===== src/rtl/gcd_core.sv =====
`default_nettype none
// ============================================================================
// Module      : gcd_core
// Description : Iterative subtractive GCD engine. Each job computes the GCD of
//               two unsigned WIDTH-bit operands. The engine performs one
//               subtract-and-compare step per clock cycle.
//
//               Ports:
//                 clk       - single clock, rising edge
//                 reset     - synchronous, active-high
//                 start     - job request, sampled only while ready=1
//                 a_in/b_in - operands, captured with an accepted start
//                 ready     - high in IDLE
//                 busy      - high in CALC
//                 finish    - one-cycle pulse in DONE
//                 result    - GCD of the last completed job (registered)
//                 zero_err  - last completed job had a zero operand
//                 iter_cnt  - subtraction count of the last job
//                             (only with GCD_ITER_CNT_EN)
//
//               Optional feature macro: GCD_ITER_CNT_EN adds the iteration
//               counter and the iter_cnt port.
// Revision    : 1.0 - initial release
// ============================================================================
module gcd_core #(
    parameter int WIDTH = 8,
    parameter int CNT_W = 8
) (
    input  logic             clk,
    input  logic             reset,
    input  logic             start,
    input  logic [WIDTH-1:0] a_in,
    input  logic [WIDTH-1:0] b_in,
    output logic             ready,
    output logic             busy,
    output logic             finish,
    output logic [WIDTH-1:0] result,
    output logic             zero_err
`ifdef GCD_ITER_CNT_EN
    ,
    output logic [CNT_W-1:0] iter_cnt
`endif
);

    localparam logic [1:0] c_idle = 2'd0;
    localparam logic [1:0] c_calc = 2'd1;
    localparam logic [1:0] c_done = 2'd2;

    // Reject unsupported configurations at elaboration time.
    if (WIDTH < 2 || WIDTH > 32 || CNT_W < 1) begin : g_param_check
        $error("gcd_core: WIDTH must be 2..32 and CNT_W must be >= 1");
    end

    logic [1:0]       r_state;
    logic [1:0]       w_next_state;
    logic [WIDTH-1:0] r_a;
    logic [WIDTH-1:0] r_b;
    logic             w_in_zero;
    logic             w_accept;
    logic             w_equal;

    assign w_in_zero = (a_in == '0) || (b_in == '0);
    assign w_accept  = (r_state == c_idle) && start;
    assign w_equal   = (r_a == r_b);

    // Status outputs come straight from the state register.
    assign ready  = (r_state == c_idle);
    assign busy   = (r_state == c_calc);
    assign finish = (r_state == c_done);

    // ------------------------------------------------------------------
    // State register
    // ------------------------------------------------------------------
    always_ff @(posedge clk) begin
        if (reset) begin
            r_state <= c_idle;
        end else begin
            r_state <= w_next_state;
        end
    end

    // ------------------------------------------------------------------
    // Next-state logic
    // ------------------------------------------------------------------
    always_comb begin
        w_next_state = r_state;
        case (r_state)
            c_idle: begin
                if (start) begin
                    // A zero operand needs no iteration at all.
                    w_next_state = w_in_zero ? c_done : c_calc;
                end
            end
            c_calc: begin
                if (w_equal) begin
                    w_next_state = c_done;
                end
            end
            c_done: begin
                w_next_state = c_idle;
            end
            default: begin
                w_next_state = c_idle;
            end
        endcase
    end

    // ------------------------------------------------------------------
    // Datapath: operand registers and registered results
    // ------------------------------------------------------------------
    always_ff @(posedge clk) begin
        if (reset) begin
            r_a      <= '0;
            r_b      <= '0;
            result   <= '0;
            zero_err <= 1'b0;
        end else begin
            case (r_state)
                c_idle: begin
                    if (start) begin
                        r_a <= a_in;
                        r_b <= b_in;
                        if (w_in_zero) begin
                            // OR of the operands yields gcd(x,0)=x and gcd(0,0)=0.
                            result   <= a_in | b_in;
                            zero_err <= 1'b1;
                        end
                    end
                end
                c_calc: begin
                    if (w_equal) begin
                        result   <= r_a;
                        zero_err <= 1'b0;
                    end else if (r_a > r_b) begin
                        // Larger operand is always the minuend: no underflow.
                        r_a <= r_a - r_b;
                    end else begin
                        r_b <= r_b - r_a;
                    end
                end
                default: begin
                end
            endcase
        end
    end

`ifdef GCD_ITER_CNT_EN
    // ------------------------------------------------------------------
    // Iteration counter: counts subtractions, saturates at all-ones
    // ------------------------------------------------------------------
    logic [CNT_W-1:0] r_cnt;

    always_ff @(posedge clk) begin
        if (reset) begin
            r_cnt    <= '0;
            iter_cnt <= '0;
        end else if (w_accept) begin
            r_cnt <= '0;
            if (w_in_zero) begin
                // The job completes without any subtraction.
                iter_cnt <= '0;
            end
        end else if (busy) begin
            if (w_equal) begin
                iter_cnt <= r_cnt;
            end else if (r_cnt != {CNT_W{1'b1}}) begin
                r_cnt <= r_cnt + 1'b1;
            end
        end
    end
`endif

endmodule
`default_nettype wire


===== config.mk =====
export PLATFORM = sky130hd
export DESIGN_NAME = gcd_core
export DESIGN_NICKNAME = d
export VERILOG_FILES = /design/src/rtl/gcd_core.sv
export SDC_FILE = /design/constraint.sdc
export NUM_CORES = 1
export LEC_CHECK = 0
export ABC_AREA = 1
export CAP_MARGIN = 20
export CORE_AREA = 5 5 74 76
export DETAILED_ROUTE_END_ITERATION = 6
export DIE_AREA = 0 0 79 81
export PLACE_DENSITY_LB_ADDON = 0.15
export SLEW_MARGIN = 10
export SYNTH_ARGS = -nofsm -noshare
export SYNTH_HDL_FRONTEND = slang
export SYNTH_SLANG_ARGS = --single-unit

===== constraint.sdc =====
create_clock -name clk -period 2 [get_ports clk]
set_input_delay 0.4 -clock clk [delete_from_list [all_inputs] [get_ports clk]]
set_output_delay 0.4 -clock clk [all_outputs]
set_load 0.02 [all_outputs]

==> results.md <==
- The run finished with clean final reports.
- The total track usage is 20.2%.
- The buffer cell driving the clock tree root is clkbuf_8.
- The part of the power in the clock network is 6.7%.
- The routed layout has ~2.3k vias.
- The number of antenna cells inserted is 0.
- The critical path is of the flip-flop to output port type.
- Using the TritonRoute via totals, the vias-per-cell ratio works out to 4.96.
- The synthesized area per cell is 5.95 µm².
- The via count of the first global-routing pass is 2338.
- Data on the critical path arrives at its endpoint at 1.53 ns.
- The die is 81 µm tall.
- The post-route clock skew is roughly 0.0093 ns.
- TritonCTS created 3 clock buffers.
- In the routed design, unresolved DRC markers number 0.
- The switching part of the total is 53.1%.
- The number of cells in the design after placement is between 400 and 500.
- The initial antenna violation count is 0.
- The maximum clock insertion buffer count is 2.
- The filler cells instantiated in the layout total 452.
- The detail route stage leaves a number of antenna-violating nets equal to 0.
- The post-layout minimum cycle time is 1.93 ns.
- The core region is 4660 µm².
- The worst setup path is launched from a flip-flop.
- Routability-driven placement finished with a final weighted congestion of about 0.95.
- Across the run, the number of max-cap violations was 0.
- Once the floorplan was initialized, standard cells occupied 48.4% of the core.
- The total wirelength of the detailed-routed design is approximately 6000 µm.
- After legalization and detailed placement, the total HPWL measured 4840 µm.
- The count of buffers added on input and output ports is 30.
- The number of hold buffers added after CTS was 0.
- In this run the number of H-tree levels came out at 1.
- In this run the power density over the cells is 1760 nW/µm².
- The maximum fanout encountered on the critical timing path is 6.
- Entering global routing, the biggest net connects 30 pins.
- The combinational fraction of design power is 75.0%.
- Before antenna repair, the detailed router went through 4 iterations.
- The final worst-path cycle share is 96.3%.
- The number of hold violations in the final report was 0.
- Across the whole layout, storage elements account for 546 µm².
- The library cell used most frequently in the layout, excluding fill and tap cells, is nand2_1.
- The number of nets at the end of the flow is 453.
- Counting every instance in the synthesized netlist gives 379.
- The TritonCTS clock tree is built.
- After detailed routing, the average wire length per cell comes to about 13 µm.
- The path type of the worst min-delay path is flip-flop to flip-flop.
- The worst setup path is captured at an output port.
- The die covers 6400 µm².
- Sequential cells burn between 10% and 20% of the power.
- For this block, the initial DRC count from the detailed router was 153.
- Yosys printed 0 warnings.
- In this run the power spent charging and discharging nets is 2.58 mW.
- In this run the post-CTS setup repair buffer count came out at 0.
- The wire length of the first global-routing pass is 10300 µm.
- The register clock-pin slew on the reported worst setup and hold paths is 0.10 ns.
- The worst pin sits at a relative slew slack of roughly half.
- Of the cells placed in the final design, the portion with a size suffix greater than 1 is 12.0%.
- The maximum resistive drop on vdd is 0.000644 V.
- The post-synth design cell area is 2260 µm².
- Sequential cells were found to cover 24.0% of the synthesized design area.
- The total count of max-transition violations in the final report is 0.
- For the worst-skew pair, the clock arrives at the later sink with an insertion delay of 0.28 ns.
- The TritonCTS sink count is 27.
- The net count of the mapped netlist is between 400 and 500.
- The post-route non-filler standard cell count is 470.
- The floorplan has 25 rows.
- The setup-violating endpoint count in the final report is 0.
- The internal cell power is 2.28 mW.
- The synthesis-to-finish area growth is 22.3%.
- The timing-limited maximum frequency is 0.519 GHz.
- The cell leakage power is 1.41 nW.
- The area used by multi-input combinational logic is 1480 µm².
- The flip-flop and latch count after synthesis is 27.
- At the pin with the least slew margin, the transition time is 0.750 ns.
- Synthesis instantiated 24 different standard cells from the library.
- On the final layout, the worst hold slack is 0.478 ns.
- During I/O placement, the number of pins put on the boundary was 31.
- The library cells used most frequently in the layout, excluding fill and tap cells, are nand2_1 (114), nor2_1 (65), inv_1 (55), clkdlybuf4s50_1 (30), nand3_1 (28).
- Measured along the x axis, the die boundary spans between 70 and 80 µm.
- STA puts the critical path data required time at 1.60 ns.
- The total overflow reported by the global router is 0.
[metrics by stage]
step | setup slack, ns | total power [mW] | utilization [%] | TNS, ns | cell area, µm²
2_1_floorplan | 0.111 | 3.40 | - | 0 | 2260
3_3_place_gp | 0.0323 | 4.27 | 56.6 | 0 | 2640
3_5_place_dp | -0.00963 | 4.32 | 56.6 | -0.00963 | 2640
4_1_cts | 0.00399 | 4.67 | 57.7 | 0 | 2690
5_1_grt | -0.0523 | 5.42 | 59.2 | -0.228 | 2760
6_report | 0.0737 | 4.86 | 59.2 | 0 | 2760
[worst max-delay path, stage by stage, from the launching register on]
cell	delay [ns]
dfxtp_2	0.42
inv_2	0.07
nor2_4	0.13
clkdlybuf4s50_1	0.62
[power by group through the flow]
stage / logic, mW / clock network (mW) / registers (mW)
floorplan: 2.47 / 0 / 0.924
global placement: 3.39 / 0 / 0.884
detailed placement: 3.43 / 0 / 0.892
CTS: 3.46 / 0.333 / 0.881
global route: 4.15 / 0.352 / 0.916
finish: 3.64 / 0.324 / 0.892
[state kept, by name (all words and copies together) (netlist names)]
register,cells
r_b,8
r_a,8
zero_err,1
r_state,2
result,8
[cells in the mapped netlist]
cell type,n,share of area [%]
nand3_4,1,0.78
dfxtp_1,27,24
a31oi_1,1,0.28
nand2_4,1,0.50
o211ai_2,5,2.8
nand3b_1,2,0.67
nor2_1,66,11
buf_6,4,2.0
o21ai_1,3,0.67
o21ai_0,7,1.6
nand3_1,29,6.4
inv_2,2,0.33
inv_1,57,9.5
buf_2,6,1.3
a21oi_1,18,4.0
nor2_4,2,1.0
nand2_1,120,20
buf_4,1,0.33
nand4_1,6,1.7
ha_1,15,8.3
nor2_2,1,0.28
fa_1,2,1.8
nand2_2,2,0.55
or2_4,1,0.39
[timing repair]
action | CTS | global route
pin swaps | 0 | 5
setup endpoints to repair | 5 | 25
hold endpoints to repair | 0 | 0
gates cloned | 0 | 1
gates resized for setup | 2 | 20
[final cells by class]
class	instances	share of cell area, %
clock buffers	4	1.63
multi-input cells	283	53.6
well taps	54	2.45
flip-flops and latches	27	19.8
inverters	59	8.03
repair buffers	43	14.6
[path summary, 6_finish.rpt]
check	start	depth (start not counted)	slack [ns]	to
hold / removal	zero_err	2	0.48	zero_err
setup / recovery	r_state[0]	3	0.07	busy
setup reg to reg	r_a[3]	10	0.12	r_b[7]
hold reg to reg	zero_err	2	0.48	zero_err
[logic make-up (layout without fill, tap and decap cells)]
family | after synthesis | after routing | share of synthesized area (%)
AO/OA/AOI/OAI | 34 | 34 | 9.26
flip-flops | 27 | 27 | 24.0
buffers and inverters | 70 | 106 | 13.5
AND/OR/NAND/NOR | 231 | 232 | 43.2
adder cells (fa/ha/maj) | 17 | 17 | 10.1
[layer usage]
| layer | GRT usage [%] | up-vias | routed length (µm) |
|---|---|---|---|
| li1 | - | 1247 | - |
| met1 | 26.3 | 1025 | 2950 |
| met2 | 35.1 | 51 | 2870 |
| met3 | 2.11 | 7 | 272 |
| met4 | 6.53 | 0 | 75 |
| met5 | 0 | - | 0 |
No activity file was read; power rests on OpenSTA's default activity.
